<file path="config.mk">
export PLATFORM = sky130hd
export DESIGN_NAME = genie_rr_merge
export DESIGN_NICKNAME = d
export VERILOG_FILES = /design/src/rtl/genie_rr_merge.sv
export SDC_FILE = /design/constraint.sdc
export NUM_CORES = 1
export LEC_CHECK = 0
export BUFFER_PORTS_ARGS = -buffer_cell sky130_fd_sc_hd__buf_2
export CAP_MARGIN = 25
export CELL_PAD_IN_SITES_DETAIL_PLACEMENT = 1
export CELL_PAD_IN_SITES_GLOBAL_PLACEMENT = 1
export CORE_MARGIN = 10
export CORE_UTILIZATION = 32
export CTS_CLUSTER_DIAMETER = 100
export DETAILED_ROUTE_END_ITERATION = 16
export GPL_ROUTABILITY_DRIVEN = 0
export PLACE_DENSITY = 0.8
export RECOVER_POWER = 50
export SLEW_MARGIN = 20
export SYNTH_ARGS = -nofsm -noshare
export SYNTH_HDL_FRONTEND = slang
export SYNTH_SLANG_ARGS = --single-unit
</file>
<file path="constraint.sdc">
create_clock -name i_clk -period 2.9 [get_ports i_clk]
set_input_delay 0.58 -clock i_clk [delete_from_list [all_inputs] [get_ports i_clk]]
set_output_delay 0.58 -clock i_clk [all_outputs]
set_load 0.01 [all_outputs]
</file>
<file path="src/rtl/genie_rr_merge.sv">
`default_nettype none
// ============================================================================
// Module   : genie_rr_merge
// Function : N-input packet-aware round-robin merge onto one registered
//            valid/ready link; a started packet holds the grant until its EOP.
// Revision : 1.0 - initial release
// ============================================================================
module genie_rr_merge #(
    parameter int N     = 2,
    parameter int WIDTH = 8
) (
    input  logic               i_clk,
    input  logic               i_reset,
    input  logic [N*WIDTH-1:0] i_data,
    input  logic [N-1:0]       i_valid,
    input  logic [N-1:0]       i_eop,
    output logic [N-1:0]       o_ready,
    output logic [WIDTH-1:0]   o_data,
    output logic               o_valid,
    output logic               o_eop,
    input  logic               i_ready
);

    localparam int IDXW = (N > 1) ? $clog2(N) : 1;

    localparam logic [0:0] c_unlocked = 1'b0;
    localparam logic [0:0] c_locked   = 1'b1;

    logic [0:0]       r_state;
    logic [IDXW-1:0]  r_lock_idx;
    logic [IDXW-1:0]  r_last;
    logic [WIDTH-1:0] r_data;
    logic             r_valid;
    logic             r_eop;

    logic             w_space;
    logic [IDXW-1:0]  w_search;
    logic [IDXW-1:0]  w_sel;
    logic             w_accept;
    logic [WIDTH-1:0] w_acc_data;
    logic             w_acc_eop;

    assign w_space = !r_valid || i_ready;

    // Walk from the link farthest from last+1 down to the nearest, so the
    // nearest valid link (lowest rotational offset) is the one that sticks.
    always_comb begin
        int unsigned     k;
        logic [IDXW-1:0] k_idx;
        k        = (int'(r_last) + 1) % N;
        w_search = IDXW'(k);
        for (int i = N; i >= 1; i--) begin
            k     = (int'(r_last) + i) % N;
            k_idx = IDXW'(k);
            if (i_valid[k_idx]) begin
                w_search = k_idx;
            end
        end
    end

    assign w_sel = (r_state == c_locked) ? r_lock_idx : w_search;

    always_comb begin
        o_ready = '0;
        if (!i_reset && w_space) begin
            o_ready[w_sel] = 1'b1;
        end
    end

    assign w_accept   = i_valid[w_sel] && o_ready[w_sel];
    assign w_acc_data = i_data[int'(w_sel)*WIDTH +: WIDTH];
    assign w_acc_eop  = i_eop[w_sel];

    always_ff @(posedge i_clk) begin
        if (i_reset) begin
            r_state    <= c_unlocked;
            r_lock_idx <= '0;
            r_last     <= IDXW'(N - 1);
            r_data     <= '0;
            r_valid    <= 1'b0;
            r_eop      <= 1'b0;
        end else if (w_accept) begin
            r_data  <= w_acc_data;
            r_eop   <= w_acc_eop;
            r_valid <= 1'b1;
            r_last  <= w_sel;
            if (w_acc_eop) begin
                r_state <= c_unlocked;
            end else begin
                r_state    <= c_locked;
                r_lock_idx <= w_sel;
            end
        end else if (w_space) begin
            r_valid <= 1'b0;
        end
    end

    assign o_data  = r_data;
    assign o_valid = r_valid;
    assign o_eop   = r_eop;

endmodule
`default_nettype wire

</file>
---- Word level (Yosys, flattened, before mapping) ----
Cells that the tools add are included.
cells by class
  add/sub/neg operators ................... 2
  order comparisons ....................... 4
  shift operators ......................... 1
  muxes and demuxes ....................... 19
  bitwise gates (word level) .............. 1
  reductions and logical operators ........ 8
operators by type and width
  kind                                                         count
  2-to-1 mux 1 bit                                             17
  indexed part select 16 x 5 -> 8 bit                          1
  less-than comparator 1 x 2 -> 1 bit (second input constant)  3
  logical AND 1 bit                                            3
  adder 1 bit (second input constant)                          2
  logical NOT 1 bit                                            2
  2-to-1 mux 2 bit                                             1
  AND reduction 2 bit                                          1
  nonzero test 2 bit                                           1
  demux 1 bit (select 1 bit)                                   1
  greater-or-equal comparator 1 bit (second input constant)    1
  logical OR 1 bit                                             1
  NOT 1 bit                                                    1
word-level totals
  flip-flop bits (word level) ............. 13
  output and inout port bits .............. 12
  logic and storage cells ................. 41

---- Logic depth before layout (Yosys ltp) ----
  depth after elaboration ................. 15
  mapped depth ............................ 5

---- Worst setup path after synthesis ----
No wires, ideal clock.
  path kind ............................... input port to output port
  from .................................... in i_valid[1]
  to ...................................... out o_ready[1]
  arrival ................................. 1351 ps
  slack ................................... 969 ps
  stages on the path ...................... 3
  cells stage by stage .................... a21boi_1 > o31ai_2 > nor2_1
on the way
  word-level cells in the longest chain between the ends .. 10
ends and longest elaborated chain
  what                                                                                                                   RTL line  source
  from (decl)                                                                                                            15        input logic [N-1:0] i_valid,
  2-to-1 mux 1 bit (not written as such) (2 in series)                                                                   55        if (i_valid[k_idx]) begin
  2-to-1 mux 1 bit                                                                                                       55
  2-to-1 mux 1 bit (*)                                                                                                   55
  2-to-1 mux 1 bit (*)                                                                                                   61        assign w_sel = (r_state == c_locked) ? r_lock_idx : w_search;
  less-than comparator 1 x 2 -> 1 bit (not written as such) / greater-or-equal comparator 1 bit (equally long branches)  66        o_ready[w_sel] = 1'b1;
  logical AND 1 bit (not written as such)                                                                                66
  2-to-1 mux 1 bit (not written as such)                                                                                 66
  demux 1 bit (select 1 bit) (*)                                                                                         66
  2-to-1 mux 2 bit (*)                                                                                                   65        if (!i_reset && w_space) begin
  to (decl)                                                                                                              17        output logic [N-1:0] o_ready,
Mark *: on every way between the ends. The rest lies on a longest branch, timed or not. The select of a mux whose other input is x is not followed.

---- Worst setup path in the final report ----
  from .................................... in i_valid[1]
  to ...................................... out o_ready[0]
The elaborated chain is that of the path after synthesis.

==> flow_summary_export.csv <==
group,metric,value,unit
timing,tns,0,ns
setup_path,worst-setup-path-type,"in -> out",
timing,fmax,0.426,GHz
yosys,async_flop_share,0,
timing,skew,0.00275,ns
yosys,synth_compound_area_frac,0.268,
drt,wirelength,2.20,mm
yosys,synth_xor_area_frac,0,
setup_path,slowest_stage,"a21boi_0",
setup_path,critPathTopFamily,"compound AO/OA/AOI/OAI gates",
setup_path,cp.depth,6,
yosys,syn_inst,87,
global_route,grt_max_degree,14,
setup_path,crit_arrival,1.77,ns
timing,min_period_over_period,0.809,
setup_path,slowest_delay,0.47,ns
clocking,clkSlewWorstSetupHoldPaths,0.08,ns
timing,setup_ws,0.555,ns
global_route,grt_usage,0.101,
yosys,synth_fa_ha_area_frac,0,
clocking,cts.sinks,13,
setup_path,crit_chain,"buf_2 > a21boi_0 > o31a_1 > buf_4 > nor2_1 > buf_2",
finish,area_growth,31.8,%
pwr,power_frac_comb,0.308,
clocking,clock_latency,0.28,ns
setup_path,cp-start-kind,"primary input",
pwr,p_sw_frac,0.339,
yosys,syn_area_per_cell,7.95,µm²
status,status,"complete, no violations",
setup_path,path_buf_inv,3,
drt,drtIter0Drc,27,
die,io_pins,35,
clocking,cts_resized,0,
timing,hold_violations,0,
clocking,cts_setup_buffers,0,
worst_hold_path,hold_depth,2,
clocking,cts_buffers,3,
drt,drc,0,
pwr,switchingPower,160,µW
yosys,synthMuxAreaShare,0.0470,
yosys,yosysSeqAreaShare,0.376,
placement,dp_worst_setup_slack,0.694,ns
die,start_util,0.346,
finish,regArea,260,µm²
global_route,grt_overflow_total,0,
die,dieArea,4420,µm²
yosys,synth_flop_cell,"dfxtp_1",
die,core,2000,µm²
pwr,power.total,472,µW
global_route,grt_pass1_wl,3.54,mm
timing,min_period,2.35,ns
finish,fin_util,0.456,
pwr,p_seq_frac,0.450,
pwr,vdd_drop_max,0.000273,V
setup_path,cp.required,2.32,ns
yosys,synth_edf_count,0,
flow_run,drv_cap,0,
timing,setup_viol,0,
yosys,synth_fp_nets,110,
die,die_h,66.5,µm
pwr,p_leak,0.000383,µW
pwr,p_clk_frac,0.242,
finish,diodes,0,
drt,postRouteAntennaNets,0,
timing,worst_pin_slew,0.524,ns
yosys,ys_warn_count,0,
timing,drv_slew,0,
setup_path,cp-end-kind,"output pin",
setup_path,critPathMaxFanout,10,
setup_path,ff2ff_path_depth,5,
drt,vias_per_cell,4.91,
setup_path,crit_top_cell,"buf_2",
pwr,p_int,312,µW
finish,multi_input_area,403,µm²
drt,wl_per_cell,14.6,µm
clocking,root_buffer,"clkbuf_4",
worst_hold_path,hold_class,"reg -> reg",
finish,nFillCells,287,
clocking,htreeDepth,1,
clocking,cts_tree,"done",
yosys,synth_cell_types,26,
yosys,synth_top_family_by_area,"compound AO/OA/AOI/OAI gates",
yosys,synth_seq_cells,13,
pwr,p_per_area,517,nW/µm²
clocking,clockBufferDepth,2,
die,rows,16,
timing,relSlewSlack,0.648,
timing,whs,0.502,ns
yosys,syn-cell-area,692,µm²
drt,vias,742,
timing,rsz0062_at_grt,"no",
yosys,synth-simple-area-share,0.268,
drt,first_pass_iters,4,
clocking,postCtsHoldBufs,0,
placement,numPortBuffers,34,
global_route,antenna_found_initial,0,
finish,nets,148,
die,fp.dieW,66.5,µm
placement,dp_hpwl,1.78,mm
finish,drive_gt1_frac,0.282,
global_route,grt_pass1_vias,773,
## cell usage after synthesis, types with 2 or more instances
cell,n,share of area
buf_2,2,0.014
mux2_2,2,0.033
nand2b_1,3,0.027
inv_1,2,0.011
dfxtp_1,13,0.38
nor2_1,18,0.098
nand2_1,19,0.10
nand3_1,2,0.014
a311oi_1,8,0.10
a21oi_1,2,0.014
## final cells by class
class	count	area share
clock buffer	3	0.0247
clock inverter	1	0.00549
inverter	2	0.00823
multi-input combinational	68	0.442
sequential	13	0.285
tap	27	0.0370
timing repair buffer	37	0.198
## metal layers
layer	global-route usage	part of all wire
met5	0	0
met4	0.0314	0.012
met3	0.0385	0.049
met2	0.185	0.54
met1	0.102	0.40
## worst paths after layout
check,startpoint,endpoint,slack (ns)
max,i_valid[1],o_ready[0],0.55
min,o_data[4],o_data[4],0.50
max reg2reg,r_lock_idx,r_lock_idx,1.04
min reg2reg,o_data[4],o_data[4],0.50
## stage by stage
step                area (µm²)  cells
global route               912    151
CTS                        925    151
floorplan                  692     87
finish                     912    151
detailed placement         897    147
global placement           897    147
## sequential cells by signal, indices dropped and copies added (netlist names)
| register | flops |
|---|---|
| r_last | 1 |
| o_valid | 1 |
| o_eop | 1 |
| r_state | 1 |
| r_lock_idx | 1 |
| o_data | 8 |
## power by group through the flow
stage | Clock, µW | Sequential [µW] | Combinational, µW
after floorplan | 0 | 221 | 84.1
after global placement | 0 | 216 | 148
after detailed placement | 0 | 216 | 152
after CTS | 122 | 212 | 153
after global routing | 129 | 216 | 164
final | 114 | 212 | 145
## cells by family after synthesis
family	Yosys count
AO/OA/AOI/OAI	20
flip-flops	13
buffers and inverters	6
AND/OR/NAND/NOR	45
multiplexers	3
## worst min-delay path, cell delays in order (launching register included)
cell and delay, ns:
dfxtp_1 0.32, nor2_1 0.09, a311oi_1 0.05
## cells in the final DEF (no fill, tap or decap), types with 3 or more instances in the layout
cell,count
buf_2,24
nand2_1,19
clkbuf_4,3
nor2_1,18
clkbuf_1,10
nand2b_1,3
dfxtp_1,13
buf_4,3
a311oi_1,8
Note: power is estimated with default switching activity, not from simulation.
